## src/rtl/ram_sequencer.sv

```systemverilog
// ram_sequencer: burst command front end driving the Hack data RAM load/address/data port
module ram_sequencer #(
  parameter int ADDR_W = 7,
  parameter int RD_LAT = 1
) (
  input  logic              clock_i,
  input  logic              reset_n_i,
  input  logic              cmd_valid_i,
  output logic              cmd_ready_o,
  input  logic              cmd_write_i,
  input  logic [ADDR_W-1:0] cmd_base_i,
  input  logic [ADDR_W-1:0] cmd_len_i,
  input  logic [15:0]       wr_data_i,
  input  logic              wr_valid_i,
  output logic              wr_ready_o,
  output logic [15:0]       rd_data_o,
  output logic              rd_valid_o,
  input  logic              rd_ready_i,
  output logic              busy_o,
  output logic              done_o,
  output logic              mem_load_o,
  output logic [ADDR_W-1:0] mem_address_o,
  output logic [15:0]       mem_data_out_o,
  input  logic [15:0]       mem_data_in_i
);
  localparam int D = RD_LAT + 1;
  localparam int PW = $clog2(D);
  localparam int CW = $clog2(D + 1);
  typedef enum logic [1:0] {IDLE, WRITE, READ, DRAIN} state_t;
  state_t state_q, state_d;
  logic [ADDR_W-1:0] addr_q, addr_d, rem_q, rem_d, mem_addr_q, mem_addr_d;
  logic [15:0] mem_data_q, mem_data_d;
  logic mem_load_q, mem_load_d, done_q, done_d;
  logic [RD_LAT-1:0] pipe_q;
  logic [15:0] fifo_q [D];
  logic [PW-1:0] rd_ptr_q, wr_ptr_q;
  logic [CW-1:0] cnt_q;
  logic [3:0] in_flight, occ;
  logic issue, push, pop;
  function automatic logic [PW-1:0] nxt(input logic [PW-1:0] p);
    return p == PW'(D - 1) ? '0 : p + PW'(1);
  endfunction
  always_comb begin
    in_flight = '0;
    for (int i = 0; i < RD_LAT; i++) in_flight = in_flight + 4'(pipe_q[i]);
  end
  assign push = pipe_q[RD_LAT-1];
  assign pop = rd_valid_o && rd_ready_i;
  // a slot freed by this cycle's pop may be reused, keeping reads at one word per cycle
  assign occ = in_flight + 4'(cnt_q) - 4'(pop);
  always_comb begin
    state_d = state_q;
    addr_d = addr_q;
    rem_d = rem_q;
    mem_addr_d = mem_addr_q;
    mem_data_d = mem_data_q;
    mem_load_d = 1'b0;
    done_d = 1'b0;
    issue = 1'b0;
    case (state_q)
      IDLE: if (cmd_valid_i) begin
        state_d = cmd_write_i ? WRITE : READ;
        addr_d = cmd_base_i;
        rem_d = cmd_len_i;
      end
      WRITE: if (wr_valid_i) begin
        mem_load_d = 1'b1;
        mem_addr_d = addr_q;
        mem_data_d = wr_data_i;
        addr_d = addr_q + ADDR_W'(1);
        rem_d = rem_q - ADDR_W'(1);
        state_d = rem_q == '0 ? IDLE : WRITE;
        done_d = rem_q == '0;
      end
      READ: if (occ < 4'(D)) begin
        issue = 1'b1;
        addr_d = addr_q + ADDR_W'(1);
        rem_d = rem_q - ADDR_W'(1);
        state_d = rem_q == '0 ? DRAIN : READ;
      end
      default: if (in_flight == '0 && cnt_q == '0) begin
        state_d = IDLE;
        done_d = 1'b1;
      end
    endcase
  end
  always_ff @(posedge clock_i or negedge reset_n_i) begin
    if (!reset_n_i) begin
      state_q <= IDLE;
      addr_q <= '0;
      rem_q <= '0;
      mem_addr_q <= '0;
      mem_data_q <= '0;
      mem_load_q <= 1'b0;
      done_q <= 1'b0;
      pipe_q <= '0;
      rd_ptr_q <= '0;
      wr_ptr_q <= '0;
      cnt_q <= '0;
      for (int i = 0; i < D; i++) fifo_q[i] <= '0;
    end else begin
      state_q <= state_d;
      addr_q <= addr_d;
      rem_q <= rem_d;
      mem_addr_q <= mem_addr_d;
      mem_data_q <= mem_data_d;
      mem_load_q <= mem_load_d;
      done_q <= done_d;
      pipe_q <= RD_LAT'({pipe_q, issue});
      if (push) begin
        fifo_q[wr_ptr_q] <= mem_data_in_i;
        wr_ptr_q <= nxt(wr_ptr_q);
      end
      if (pop) rd_ptr_q <= nxt(rd_ptr_q);
      cnt_q <= cnt_q + CW'(push) - CW'(pop);
    end
  end
  assign cmd_ready_o = state_q == IDLE;
  assign busy_o = state_q != IDLE;
  assign wr_ready_o = state_q == WRITE;
  assign rd_valid_o = cnt_q != '0;
  assign rd_data_o = fifo_q[rd_ptr_q];
  assign done_o = done_q;
  assign mem_load_o = mem_load_q;
  assign mem_data_out_o = mem_data_q;
  assign mem_address_o = mem_load_q ? mem_addr_q : addr_q;
endmodule

```

## config.mk

```make
export PLATFORM = sky130hd
export DESIGN_NAME = ram_sequencer
export DESIGN_NICKNAME = d
export VERILOG_FILES = /design/src/rtl/ram_sequencer.sv
export SDC_FILE = /design/constraint.sdc
export NUM_CORES = 1
export LEC_CHECK = 0
export ABC_AREA = 1
export CAP_MARGIN = 20
export CORE_MARGIN = 2
export CORE_UTILIZATION = 30
export DETAILED_ROUTE_END_ITERATION = 7
export PLACE_DENSITY = 0.58
export SKIP_LAST_GASP = 1
export SYNTH_ARGS = -nofsm -noshare
export SYNTH_HDL_FRONTEND = slang
export SYNTH_SLANG_ARGS = --single-unit
```

## constraint.sdc

```tcl
create_clock -name clock_i -period 2.5 [get_ports clock_i]
set_clock_uncertainty 0.15 [all_clocks]
set_input_delay 0.5 -clock clock_i [delete_from_list [all_inputs] [get_ports clock_i]]
set_output_delay 0.5 -clock clock_i [all_outputs]
set_load 0.05 [all_outputs]
```

==> metrics.log <==
INFO  metric startpoint_type = flop
INFO  metric ff2ff_path_depth = 15
INFO  metric path_class = flop to flop
INFO  metric top_level_ports = 97
INFO  metric vias_per_cell = 4.33
INFO  metric clockRootBuffer = sky130_fd_sc_hd__clkbuf_16
INFO  metric fin_crit_sh = 0.971
INFO  metric drc_errors = 0
INFO  metric cp.arrival = 2.51 ns
INFO  metric syn_nets = 557
INFO  metric drt-pass1-iter-count = 4
INFO  metric num_antenna_cells = 0
INFO  metric postRouteWirelength = 9390 µm
INFO  metric placement.io_buffers = 96
INFO  metric syn-cell-area = 3850 µm²
INFO  metric clk_latency = 0.34 ns
INFO  metric placementRows = 41
INFO  metric dr.first_iter.drc_count = 210
INFO  metric slew-limit-headroom = 0.394
INFO  metric synth_sequential_area_ratio = 0.507
INFO  metric met2_wirelength = 4270 µm
INFO  metric ys_ff_latch = 78
INFO  metric synthDominantAreaCellType = sky130_fd_sc_hd__dfrtp_1
INFO  metric setup_viol = 0
INFO  metric min_delay_path_depth = 2
INFO  metric cts-buffers-inserted = 9
INFO  metric ant_nets = 0
INFO  metric final_max_slew_viol_count = 0
INFO  metric first_pass_grt_wire_length = 15100 µm
INFO  metric hold_violations = 0
INFO  metric fin_nets = 666
INFO  metric top_layer_used = met4
INFO  metric die-height = 117 µm
INFO  metric detail_route.wirelength.met1 = 4410 µm
INFO  metric worst_slew_pin_slew = 0.907 ns
INFO  metric synthCells = 492
INFO  metric setup_repair_after_global_routing_missed_its_margin = true
INFO  metric met3_wirelength = 536 µm
INFO  metric routabilityCongestion = 0.753
INFO  metric worst-endpoint-required = 2.58 ns
INFO  metric cts_max_level = 3
INFO  metric cts_max_path_buffers = 2
INFO  metric hold_wc_path_type = flop to flop
INFO  metric routed_via_count = 3371
INFO  metric antenna_violations_before_repair = 0
INFO  metric hpwl = 6780 µm
INFO  metric worstPathMaxFanout = 7
INFO  metric fraction_of_final_layout_cells_with_drive_strength_greater_than_1 = 0.155
INFO  metric first_global_vias = 3130
INFO  metric synth-warning-count = 0
INFO  metric final.min_clock_period = 2.43 ns
INFO  metric grt_usage = 0.143
INFO  metric timing.fmax = 0.412 GHz
INFO  metric grt_max_degree = 34
INFO  metric syn-mean-instance-area = 7.83 µm²
INFO  metric die_width = 117 µm
INFO  metric max_cap_viol = 0
INFO  metric cp-end-kind = flop
INFO  metric totalNegativeSetupSlack = 0 ns
INFO  metric synth_largest_type_area_fraction = 0.507
INFO  metric synth.lib_cells_used.distinct = 28
INFO  metric cts.reportedPaths.clkPinSlew = 0.06 ns
INFO  metric global_route.overflow_total = 0
INFO  metric design.core.area = 12600 µm²
INFO  metric initial_utilization = 0.306
INFO  metric floorplan.die_area = 13800 µm²
INFO  metric status = complete, no violations
INFO  metric synthTopCellsByArea = sky130_fd_sc_hd__dfrtp_1, sky130_fd_sc_hd__nand2_1, sky130_fd_sc_hd__o21ai_0
INFO  metric clock_tree_from_tritoncts = done
INFO  metric clkSinkCount = 78
INFO  metric area.growth.synth_to_final = 42.4%
INFO  metric drt-wirelength-per-cell = 12.1 µm
==> synthesized netlist by cell type <==
cell,count
sky130_fd_sc_hd__nand2_1,215
sky130_fd_sc_hd__dfrtp_1,78
sky130_fd_sc_hd__o21ai_0,57
sky130_fd_sc_hd__inv_1,47
sky130_fd_sc_hd__nand3_1,18
sky130_fd_sc_hd__clkbuf_1,13
sky130_fd_sc_hd__ha_1,12
sky130_fd_sc_hd__nor2_1,12
sky130_fd_sc_hd__nand2_2,9
sky130_fd_sc_hd__o21ai_2,6
sky130_fd_sc_hd__buf_2,4
sky130_fd_sc_hd__a21oi_1,2
sky130_fd_sc_hd__clkinv_1,2
sky130_fd_sc_hd__inv_2,2
sky130_fd_sc_hd__nand3b_1,2
sky130_fd_sc_hd__buf_12,1
sky130_fd_sc_hd__fa_1,1
sky130_fd_sc_hd__inv_6,1
sky130_fd_sc_hd__mux2i_1,1
sky130_fd_sc_hd__nand2_4,1
sky130_fd_sc_hd__nand3_2,1
sky130_fd_sc_hd__nor2_2,1
sky130_fd_sc_hd__o21ai_1,1
sky130_fd_sc_hd__o22ai_1,1
sky130_fd_sc_hd__o31ai_1,1
sky130_fd_sc_hd__or2_1,1
sky130_fd_sc_hd__or2_2,1
sky130_fd_sc_hd__xor2_1,1
==> cells in the final DEF (no fill, tap or decap), drive strengths merged <==
master	instances
nor2	13
mux2i	1
nand2	225
dlygate4sd3	1
dfrtp	78
a21oi	2
ha	12
o31ai	1
nand3b	2
o21ai	64
fa	1
dlygate4sd2	1
clkdlybuf4s50	68
buf	45
inv	50
nand3	19
o22ai	1
or2	2
bufinv	2
clkinv	4
clkbuf	13
xor2	1
==> timing repair <==
| action | 4_1_cts | 5_1_grt |
|---|---|---|
| hold buffers | 1 | 0 |
| setup endpoints to repair | 16 | 13 |
| pin swaps | 0 | 2 |
| gates cloned | 0 | 1 |
| buffers inserted | 0 | 1 |
| hold endpoints to repair | 28 | 0 |
| gates resized for setup | 5 | 8 |
==> final timing paths <==
kind	from	to	slack [ns]
max	cnt_q[1]$_DFF_PN0_	addr_q[6]$_DFFE_PN0P_	0.07
min	mem_data_out_o[3]$_DFFE_PN0P_	mem_data_out_o[3]$_DFFE_PN0P_	0.33
max reg2reg	cnt_q[1]$_DFF_PN0_	addr_q[6]$_DFFE_PN0P_	0.07
min reg2reg	mem_data_out_o[3]$_DFFE_PN0P_	mem_data_out_o[3]$_DFFE_PN0P_	0.33
max in group asynchronous	reset_n_i	fifo_q[23]$_DFFE_PN0P_	1.20
min in group asynchronous	reset_n_i	fifo_q[16]$_DFFE_PN0P_	0.49
==> final cells by class <==
type	instances	area [µm²]
Timing Repair inverter	1	8.76
Sequential cell	78	1950
Clock buffer	13	270
Clock inverter	3	65.1
Inverter	52	208
Fill cell	1275	7080
Multi-Input combinational cell	344	1710
Timing Repair Buffer	115	1060
Tap cell	172	215
==> flip-flops by register name, indices dropped and copies added, names as in the netlist, 2 cells and up <==
signal	cells
fifo_q	32
mem_data_out_o	16
addr_q	7
mem_addr_q	7
rem_q	7
cnt_q	2
state_q	2
==> routing by layer <==
layer	vias up	track usage
met5	-	0
met4	0	0.0588
met2	84	0.223
li1	1742	-
met1	1534	0.189
met3	11	0.0371
==> metrics by stage <==
stage / hold WS (ns) / instance area [µm²] / std cells / setup WS, ns / util
final: 0.327 / 5480 / 778 / 0.0718 / 0.436
after global routing: 0.345 / 5480 / 778 / -0.0379 / 0.436
after CTS: 0.331 / 5440 / 776 / 0.0420 / 0.433
after detailed placement: 0.315 / 5080 / 759 / -0.456 / 0.404
after global placement: 0.315 / 5080 / 759 / -0.412 / 0.404
after floorplan: 0.0544 / 3920 / 492 / -0.108 / -
==> worst max-delay path, stage by stage (launching register included) <==
cell	delay [ns]
sky130_fd_sc_hd__dfrtp_1	0.39
sky130_fd_sc_hd__inv_2	0.11
sky130_fd_sc_hd__nand2_8	0.06
sky130_fd_sc_hd__nand2_4	0.05
sky130_fd_sc_hd__inv_2	0.04
sky130_fd_sc_hd__ha_4	0.20
sky130_fd_sc_hd__inv_2	0.06
sky130_fd_sc_hd__ha_4	0.12
sky130_fd_sc_hd__inv_2	0.04
sky130_fd_sc_hd__fa_2	0.56
sky130_fd_sc_hd__nand3_4	0.08
sky130_fd_sc_hd__nand2_4	0.10
sky130_fd_sc_hd__nand2_8	0.10
sky130_fd_sc_hd__buf_6	0.15
sky130_fd_sc_hd__nand2_1	0.06
sky130_fd_sc_hd__nand2_2	0.05
==> cells by family after synthesis <==
| logic type | synth area share |
|---|---|
| simple gates | 0.274 |
| fa+ha+maj | 0.0442 |
| mux | 0.00260 |
| xor+xnor | 0.00228 |
| compound gates | 0.0952 |
| buf+inv | 0.0751 |
| flops | 0.507 |
Power is not shown: default switching activity piles up to over one toggle a cycle in this logic, so the estimate is an artifact.
